===== src/rtl/operand_seq_pkg.sv =====
// rtl/operand_seq_pkg.sv - shared types and constants for the operand sequencer
package operand_seq_pkg;

    localparam int OPW          = 4;
    localparam int TICK_DEFAULT = 50_000_000;

    typedef enum logic [1:0] {
        EMPTY = 2'd0,
        GOT_X = 2'd1,
        GOT_Y = 2'd2,
        READY = 2'd3
    } seq_state_t;

endpackage


===== src/rtl/rise_detect.sv =====
// rtl/rise_detect.sv - rising-edge detector for a load level
module rise_detect (
    input  logic Clock,
    input  logic Reset,
    input  logic in,
    output logic rise
);

    logic r_in_q;

    // History starts at 1 so a level held high through reset is not seen as an edge
    always_ff @(posedge Clock) begin
        if (Reset) begin
            r_in_q <= 1'b1;
        end else begin
            r_in_q <= in;
        end
    end

    assign rise = in & ~r_in_q;

endmodule


===== src/rtl/operand_sequencer.sv =====
// rtl/operand_sequencer.sv - operand capture and mux-select sequencing for the 2-to-1 operand mux
module operand_sequencer
    import operand_seq_pkg::*;
#(
    parameter int TICK = TICK_DEFAULT,
    parameter int CW   = $clog2(TICK)
) (
    input  logic           Clock,
    input  logic           Reset,
    input  logic [OPW-1:0] d,
    input  logic           ld_x,
    input  logic           ld_y,
    input  logic           auto,
    input  logic           sel_manual,
    output logic [OPW-1:0] X,
    output logic [OPW-1:0] Y,
    output logic           s,
    output logic           ready,
    output logic           tick
);

    localparam logic [CW-1:0] LP_CNT_LAST = CW'(TICK - 1);

    logic           w_rise_x;
    logic           w_rise_y;
    seq_state_t     r_state;
    seq_state_t     w_state_nxt;
    logic [OPW-1:0] r_x;
    logic [OPW-1:0] r_y;
    logic [CW-1:0]  r_cnt;
    logic           r_s;
    logic           r_tick;

    rise_detect u_rise_x (
        .Clock (Clock),
        .Reset (Reset),
        .in    (ld_x),
        .rise  (w_rise_x)
    );

    rise_detect u_rise_y (
        .Clock (Clock),
        .Reset (Reset),
        .in    (ld_y),
        .rise  (w_rise_y)
    );

    // State register
    always_ff @(posedge Clock) begin
        if (Reset) begin
            r_state <= EMPTY;
        end else begin
            r_state <= w_state_nxt;
        end
    end

    // Track which operands have been loaded; READY holds until reset
    always_comb begin
        w_state_nxt = r_state;
        case (r_state)
            EMPTY: begin
                if (w_rise_x && w_rise_y) begin
                    w_state_nxt = READY;
                end else if (w_rise_x) begin
                    w_state_nxt = GOT_X;
                end else if (w_rise_y) begin
                    w_state_nxt = GOT_Y;
                end
            end
            GOT_X: begin
                if (w_rise_y) begin
                    w_state_nxt = READY;
                end
            end
            GOT_Y: begin
                if (w_rise_x) begin
                    w_state_nxt = READY;
                end
            end
            READY:   w_state_nxt = READY;
            default: w_state_nxt = EMPTY;
        endcase
    end

    // Operand capture on load-strobe rising edges, independent of state
    always_ff @(posedge Clock) begin
        if (Reset) begin
            r_x <= '0;
            r_y <= '0;
        end else begin
            if (w_rise_x) begin
                r_x <= d;
            end
            if (w_rise_y) begin
                r_y <= d;
            end
        end
    end

    // Select generation: forced low until ready, manual follow, or auto alternation every TICK cycles
    always_ff @(posedge Clock) begin
        if (Reset) begin
            r_cnt  <= '0;
            r_s    <= 1'b0;
            r_tick <= 1'b0;
        end else if (r_state != READY) begin
            r_cnt  <= '0;
            r_s    <= 1'b0;
            r_tick <= 1'b0;
        end else if (!auto) begin
            r_cnt  <= '0;
            r_s    <= sel_manual;
            r_tick <= 1'b0;
        end else if (r_cnt == LP_CNT_LAST) begin
            r_cnt  <= '0;
            r_s    <= ~r_s;
            r_tick <= 1'b1;
        end else begin
            r_cnt  <= r_cnt + CW'(1);
            r_tick <= 1'b0;
        end
    end

    assign X     = r_x;
    assign Y     = r_y;
    assign s     = r_s;
    assign tick  = r_tick;
    assign ready = (r_state == READY);

endmodule


===== config.mk =====
export PLATFORM = sky130hd
export DESIGN_NAME = operand_sequencer
export DESIGN_NICKNAME = d
export VERILOG_FILES = /design/src/rtl/operand_seq_pkg.sv /design/src/rtl/rise_detect.sv /design/src/rtl/operand_sequencer.sv
export SDC_FILE = /design/constraint.sdc
export NUM_CORES = 1
export LEC_CHECK = 0
export ABC_CLOCK_PERIOD_IN_PS = 4350
export CELL_PAD_IN_SITES_DETAIL_PLACEMENT = 0
export CELL_PAD_IN_SITES_GLOBAL_PLACEMENT = 2
export CORE_MARGIN = 4
export CORE_UTILIZATION = 36
export DETAILED_ROUTE_END_ITERATION = 16
export HOLD_SLACK_MARGIN = 0.06
export PLACE_DENSITY_LB_ADDON = 0.05
export SLEW_MARGIN = 20
export SYNTH_ARGS = -nofsm -noshare
export SYNTH_HDL_FRONTEND = slang
export SYNTH_HIERARCHICAL = 1
export SYNTH_SLANG_ARGS = --single-unit
export TNS_END_PERCENT = 30

===== constraint.sdc =====
create_clock -name Clock -period 4.35 [get_ports Clock]
set_clock_uncertainty 0.15 [all_clocks]
set_input_delay 0.435 -clock Clock [delete_from_list [all_inputs] [get_ports Clock]]
set_output_delay 0.435 -clock Clock [all_outputs]
set_load 0.02 [all_outputs]

======== Yosys cells after proc, flatten, opt, wreduce, memory -nomap -nowiden ========
Cells that the tools add are included.
word-level totals
  flip-flop bits (word level) ............. 40
  input port bits ......................... 10
  output and inout port bits .............. 11
  logic and storage cells ................. 39
cells by class
  bitwise operators ....................... 6
  reduce and logical (&&, ||, !) cells .... 6
  add/sub/neg operators ................... 1
  mux-type cells .......................... 9
  eq/ne operators ......................... 9
operators with widths
  operator                                                count
  adder 26 x 1 -> 26 bit (second input constant)          1
  == test 26 bit (second input constant)                  1
  two-way mux 2 bit                                       5
  case mux 2 bit (4 select lines)                         1
  inequality test 2 bit (second input constant)           3
  == test 2 bit (second input constant)                   2
  inequality test 4 bit (second input constant)           1
  inverter 1 bit                                          4
  OR reduction 4 bit                                      1
  two-way mux 1 bit                                       3
  AND reduction 3 bit                                     1
  OR reduction 3 bit                                      1
  AND 1 bit                                               2
  == test 2 x 1 -> 1 bit (second input constant)          1
  logical NOT 2 bit                                       1
  inequality test 2 x 1 -> 1 bit (second input constant)  1
  OR reduction 2 bit                                      1
  logical AND 1 bit                                       1

======== Longest topological paths before layout ========
  depth in word-level cells ............... 6
  mapped depth ............................ 7
  depth with buffers taken out ............ 5

======== Modules after synthesis ========
The synthesis kept the hierarchy.
modules (own cells, without submodules)
  module             cells each  seq. area each (um2)  area each (um2)  instances
  operand_sequencer  188         760.7                 1692.9           1
  rise_detect        3           20.0                  32.5             2

======== Least setup slack after synthesis ========
Ideal clock, no wire load.
  path type ............................... register to register
  start ................................... register r_cnt[0]
  end ..................................... register r_cnt[2]
  arrival time ............................ 1.687 ns
  slack ................................... 2.395 ns
  buffers on the path ..................... 2
  stages on the path, launching flop included .. 8
  data required time ...................... 4.082 ns
  period minus slack after synthesis ...... 1.955 ns
  library setup time ...................... 0.118 ns
  cells stage by stage .................... dfxtp_1 ha_1 and3_1 clkbuf_1 nand2_1 o31ai_4 buf_2 nor2_1
on the way
  cells in the longest elaborated chain, start to end .. 2
  elaborated cells between the ends (all ways) .. 3
  classes of those cells .................. add/sub (1); eq/ne (1); reduce/logical (1)
ends and longest elaborated chain
  what                                                                            line                      RTL
  from (decl)                                                                     operand_sequencer.sv:30   logic [CW-1:0] r_cnt;
  from (signal assigned)                                                          operand_sequencer.sv:119  r_cnt <= r_cnt + CW'(1);
  parallel branches: the longest is 2 deep, another holds adder 26 x 1 -> 26 bit  --
Parallel ways; which one is timed is not known.
A chain may end at the register's enable or synchronous reset.

======== Worst setup path in the final report ========
  start ................................... register r_cnt[12]
  end ..................................... register r_cnt[7]
on the way
  cells in the longest elaborated chain, start to end .. 2
ends and longest elaborated chain
  what                                 line                      RTL
  == test 26 bit                       operand_sequencer.sv:114  end else if (r_cnt == LP_CNT_LAST) begin
  OR reduction 4 bit (no source line)  --
Every way passes these cells.

==> impl_results.md <==
* Outcome: finished, final reports clean
* Worst-margin pin slew at 1.04 ns
* Flop and latch count out of synthesis at 40
* HP Start: r_state[1]
* Worst Hold End: r_state[1]
* Die area at 0.00607 sq mm
* Clock Path Buffers at 2
* GRT Total Usage at 0.132
* Initial core utilization at 0.372
* Post-synthesis mux area share at 0.0456
* Pwr per Cell Area at 303 mW/mm^2
* Worst Reg2Reg Path Length in Cells at 4
* Pre-antenna DRT Iters at 4
* Total setup buffers inserted after CTS at 0
* Synth Warn # at 6
* Post-route ant nets at 0
* Post-synth top area cell: dfxtp_1
* Worst reg2reg startpoint: r_cnt[12]
* Synth area leaders: dfxtp_1 46%, nor2_1 6.2%, mux2i_1 4.6%, xnor2_1 3.5%, xor2_1 3.5%
* Post-CTS Resized at 0
* Placer Congestion at 0.775
* Worst EP required at 4.33 ns
* WL/cell at 13.6 um
* Syn_area_per_cell at 9.06 sq um
* # fillers at 459
* Hold_buf cts at 0
* Minimum clock period at 2.49 ns
* Clock transition at the registers of the reported paths at 0.07 ns
* Cell at the slowest stage of the critical path: o31ai_4
* Largest net degree at the start of global routing at 27
* Share of the synthesized area in the top cell type at 0.456
* H-tree levels at 2
* WHS at 0.333 ns
* Part of the cycle the worst path needs at 0.573
* CP Launch Type: register
* Vias per cell at 5.17
* Xor and xnor area share after synthesis at 0.0698
* Vias in the first global route at 1,372
* Worst-Skew Late Latency at 0.28 ns
* Total core area at 0.00472 sq mm
* DR iter-0 viols at 83
* Max VDD drop at 0.155 mV
* Post-Synth Simple-Gate Area at 0.298
* Chip width at 77.9 um
* Flop2flop setup slack at 1.86 ns
* FP Rows at 25
* Final Max Tran Viols at 0
* Antenna cells at 0
* Post-Syn Nets at 205
* Setup TNS Final at 0 ns
* Unrepaired setup endpoints after global routing: false
* TritonCTS clock tree: done
* IO Port Bufs at 20
* Initial antenna violation count at 0
* Max_slew headroom at 0.305
* Leak at 0.609 nW
* Syn Inst Count at 194
* Post-synth ARST share at 0
* CTS sink cnt at 40
* Synth Flop Type: dfxtp_1
* Nets at 223
* Complex-gate fraction of the synthesized area at 0.0925
* Worst path cell trace: nand4_1, or4_4, o31ai_4, nor2_1
* Sequential area share after synthesis at 0.456
* CP peak stage delay at 0.85 ns
* Vias at 1,443
* First-pass GRT wire length at 6.42 mm
* Syn Std Cell Area at 0.00176 sq mm
* Worst min path class: reg2reg
* Largest family of logic cells by synthesized area: simple AND/OR/NAND/NOR gates
* Share of cells above drive strength 1 at 0.0708
* Grt ovf at 0
* Fmax at 401 MHz
* Library cells used by synthesis at 35
* Die height at 77.9 um
* Wire length after detailed routing at 3.79 mm
* Post-route DRC violation count at 0
* Hold Path Stages at 2
* Root Driver: clkbuf_8
* CP Class: reg2reg
* CTS buffer count at 5
* Hold Violations, Final at 0
* Max_cap viols at 0
* Arrival @ worst endpoint at 2.47 ns
* Post-Synth Adder-Cell Area at 0.00712
* Synth-to-layout area growth at 18.4%
* Worst Path Max Fanout at 26
* Post-synth EDFFs at 0
* Detail Placement HPWL at 2.79 mm
* Final setup vio count at 0
* Critical Path End Type: register
* Critical R2R Capture: r_cnt[7]
* Ports at 21
cells in the mapped netlist, types with 2 or more instances:
cell type	n
a21oi_1	9
nand3_1	10
and3_1	2
or4_4	3
o31ai_1	7
nor2_1	29
inv_1	5
or3_1	4
nor2b_1	2
nor3_1	2
o21ai_0	4
xnor2_1	7
dfxtp_1	40
buf_2	3
nand2_1	9
mux2i_1	8
nand4_1	8
or4_1	6
nor4_1	5
xor2_1	7
or2_1	2
and2_1	3
or2_2	2
clkbuf_1	6
critical path, delay by kind of cell (launching register included):
family	cells	cell delay (ns)
and+or+nand+nor	3	0.90
DFF	1	0.43
AOI/OAI and AO/OA	1	0.85
cell families after synthesis:
| family | count (synthesis) |
|---|---|
| xor+xnor | 14 |
| simple gates | 93 |
| compound gates | 24 |
| fa+ha+maj | 1 |
| mux | 8 |
| buf+inv | 14 |
| flops | 40 |
metal layers:
metal | GRT usage | routed length (um) | share of wire
met1 | 0.177 | 1820 | 0.48
met2 | 0.201 | 1760 | 0.46
met3 | 0.0336 | 151 | 0.040
met4 | 0.0534 | 53 | 0.014
met5 | 0 | 0 | 0
stage by stage:
step                setup WS, ns  instance area (sq um)  utilization  power, mW  cells
floorplan                   2.40                   1760            -      0.394    194
global placement            1.93                   2000        0.424      0.409    272
detailed placement          1.85                   2000        0.424      0.410    272
CTS                         1.83                   2080        0.441      0.641    279
global route                1.61                   2080        0.441      0.667    279
finish                      1.86                   2080        0.441      0.631    279
placed cells by master (no fill, tap or decap), types with 3 or more instances in the layout:
cell,instances
xor2_1,7
nand3_1,10
clkdlybuf4s50_1,20
o31ai_1,7
nor2_1,29
or4_4,3
nor4_1,5
o21ai_0,4
xnor2_1,7
inv_1,5
clkbuf_8,5
and2_1,3
dfxtp_1,40
or3_1,4
mux2i_1,8
or4_1,6
a21oi_1,9
nand4_1,8
nand2_1,9
state kept, by name (all words and copies together), names as in the netlist:
| name | count |
|---|---|
| X | 4 |
| r_state | 2 |
| tick | 1 |
| u_rise_x/r_in_q | 1 |
| s | 1 |
| Y | 4 |
| u_rise_y/r_in_q | 1 |
| r_cnt | 26 |
how the worst max path moves through the flow:
stage,from,endpoint,slack [ns],depth (start not counted)
after floorplan,r_cnt[0],r_cnt[2],2.40,7
after global placement,r_cnt[12],r_cnt[13],1.93,4
after detailed placement,r_cnt[0],r_cnt[10],1.85,5
after CTS,r_cnt[12],r_cnt[10],1.83,4
after global routing,r_cnt[0],r_cnt[7],1.61,5
final,r_cnt[12],r_cnt[7],1.86,4
area by class of cell:
type | count | area, sq um | share of cell area
clock buffers | 6 | 72.6 | 0.0349
inverters | 5 | 18.8 | 0.00901
repair buffers | 20 | 200 | 0.0962
clock inverters | 1 | 5.00 | 0.00240
flip-flops and latches | 40 | 801 | 0.385
well taps | 67 | 83.8 | 0.0403
multi-input cells | 140 | 901 | 0.433
power by group:
group / switching [mW] / internal [mW] / total (mW)
clock: 0.120 / 0.109 / 0.229
combinational: 0.0123 / 0.0161 / 0.0283
sequential: 0.00224 / 0.371 / 0.373
total: 0.135 / 0.496 / 0.631
(Power assumes the default switching activity.)
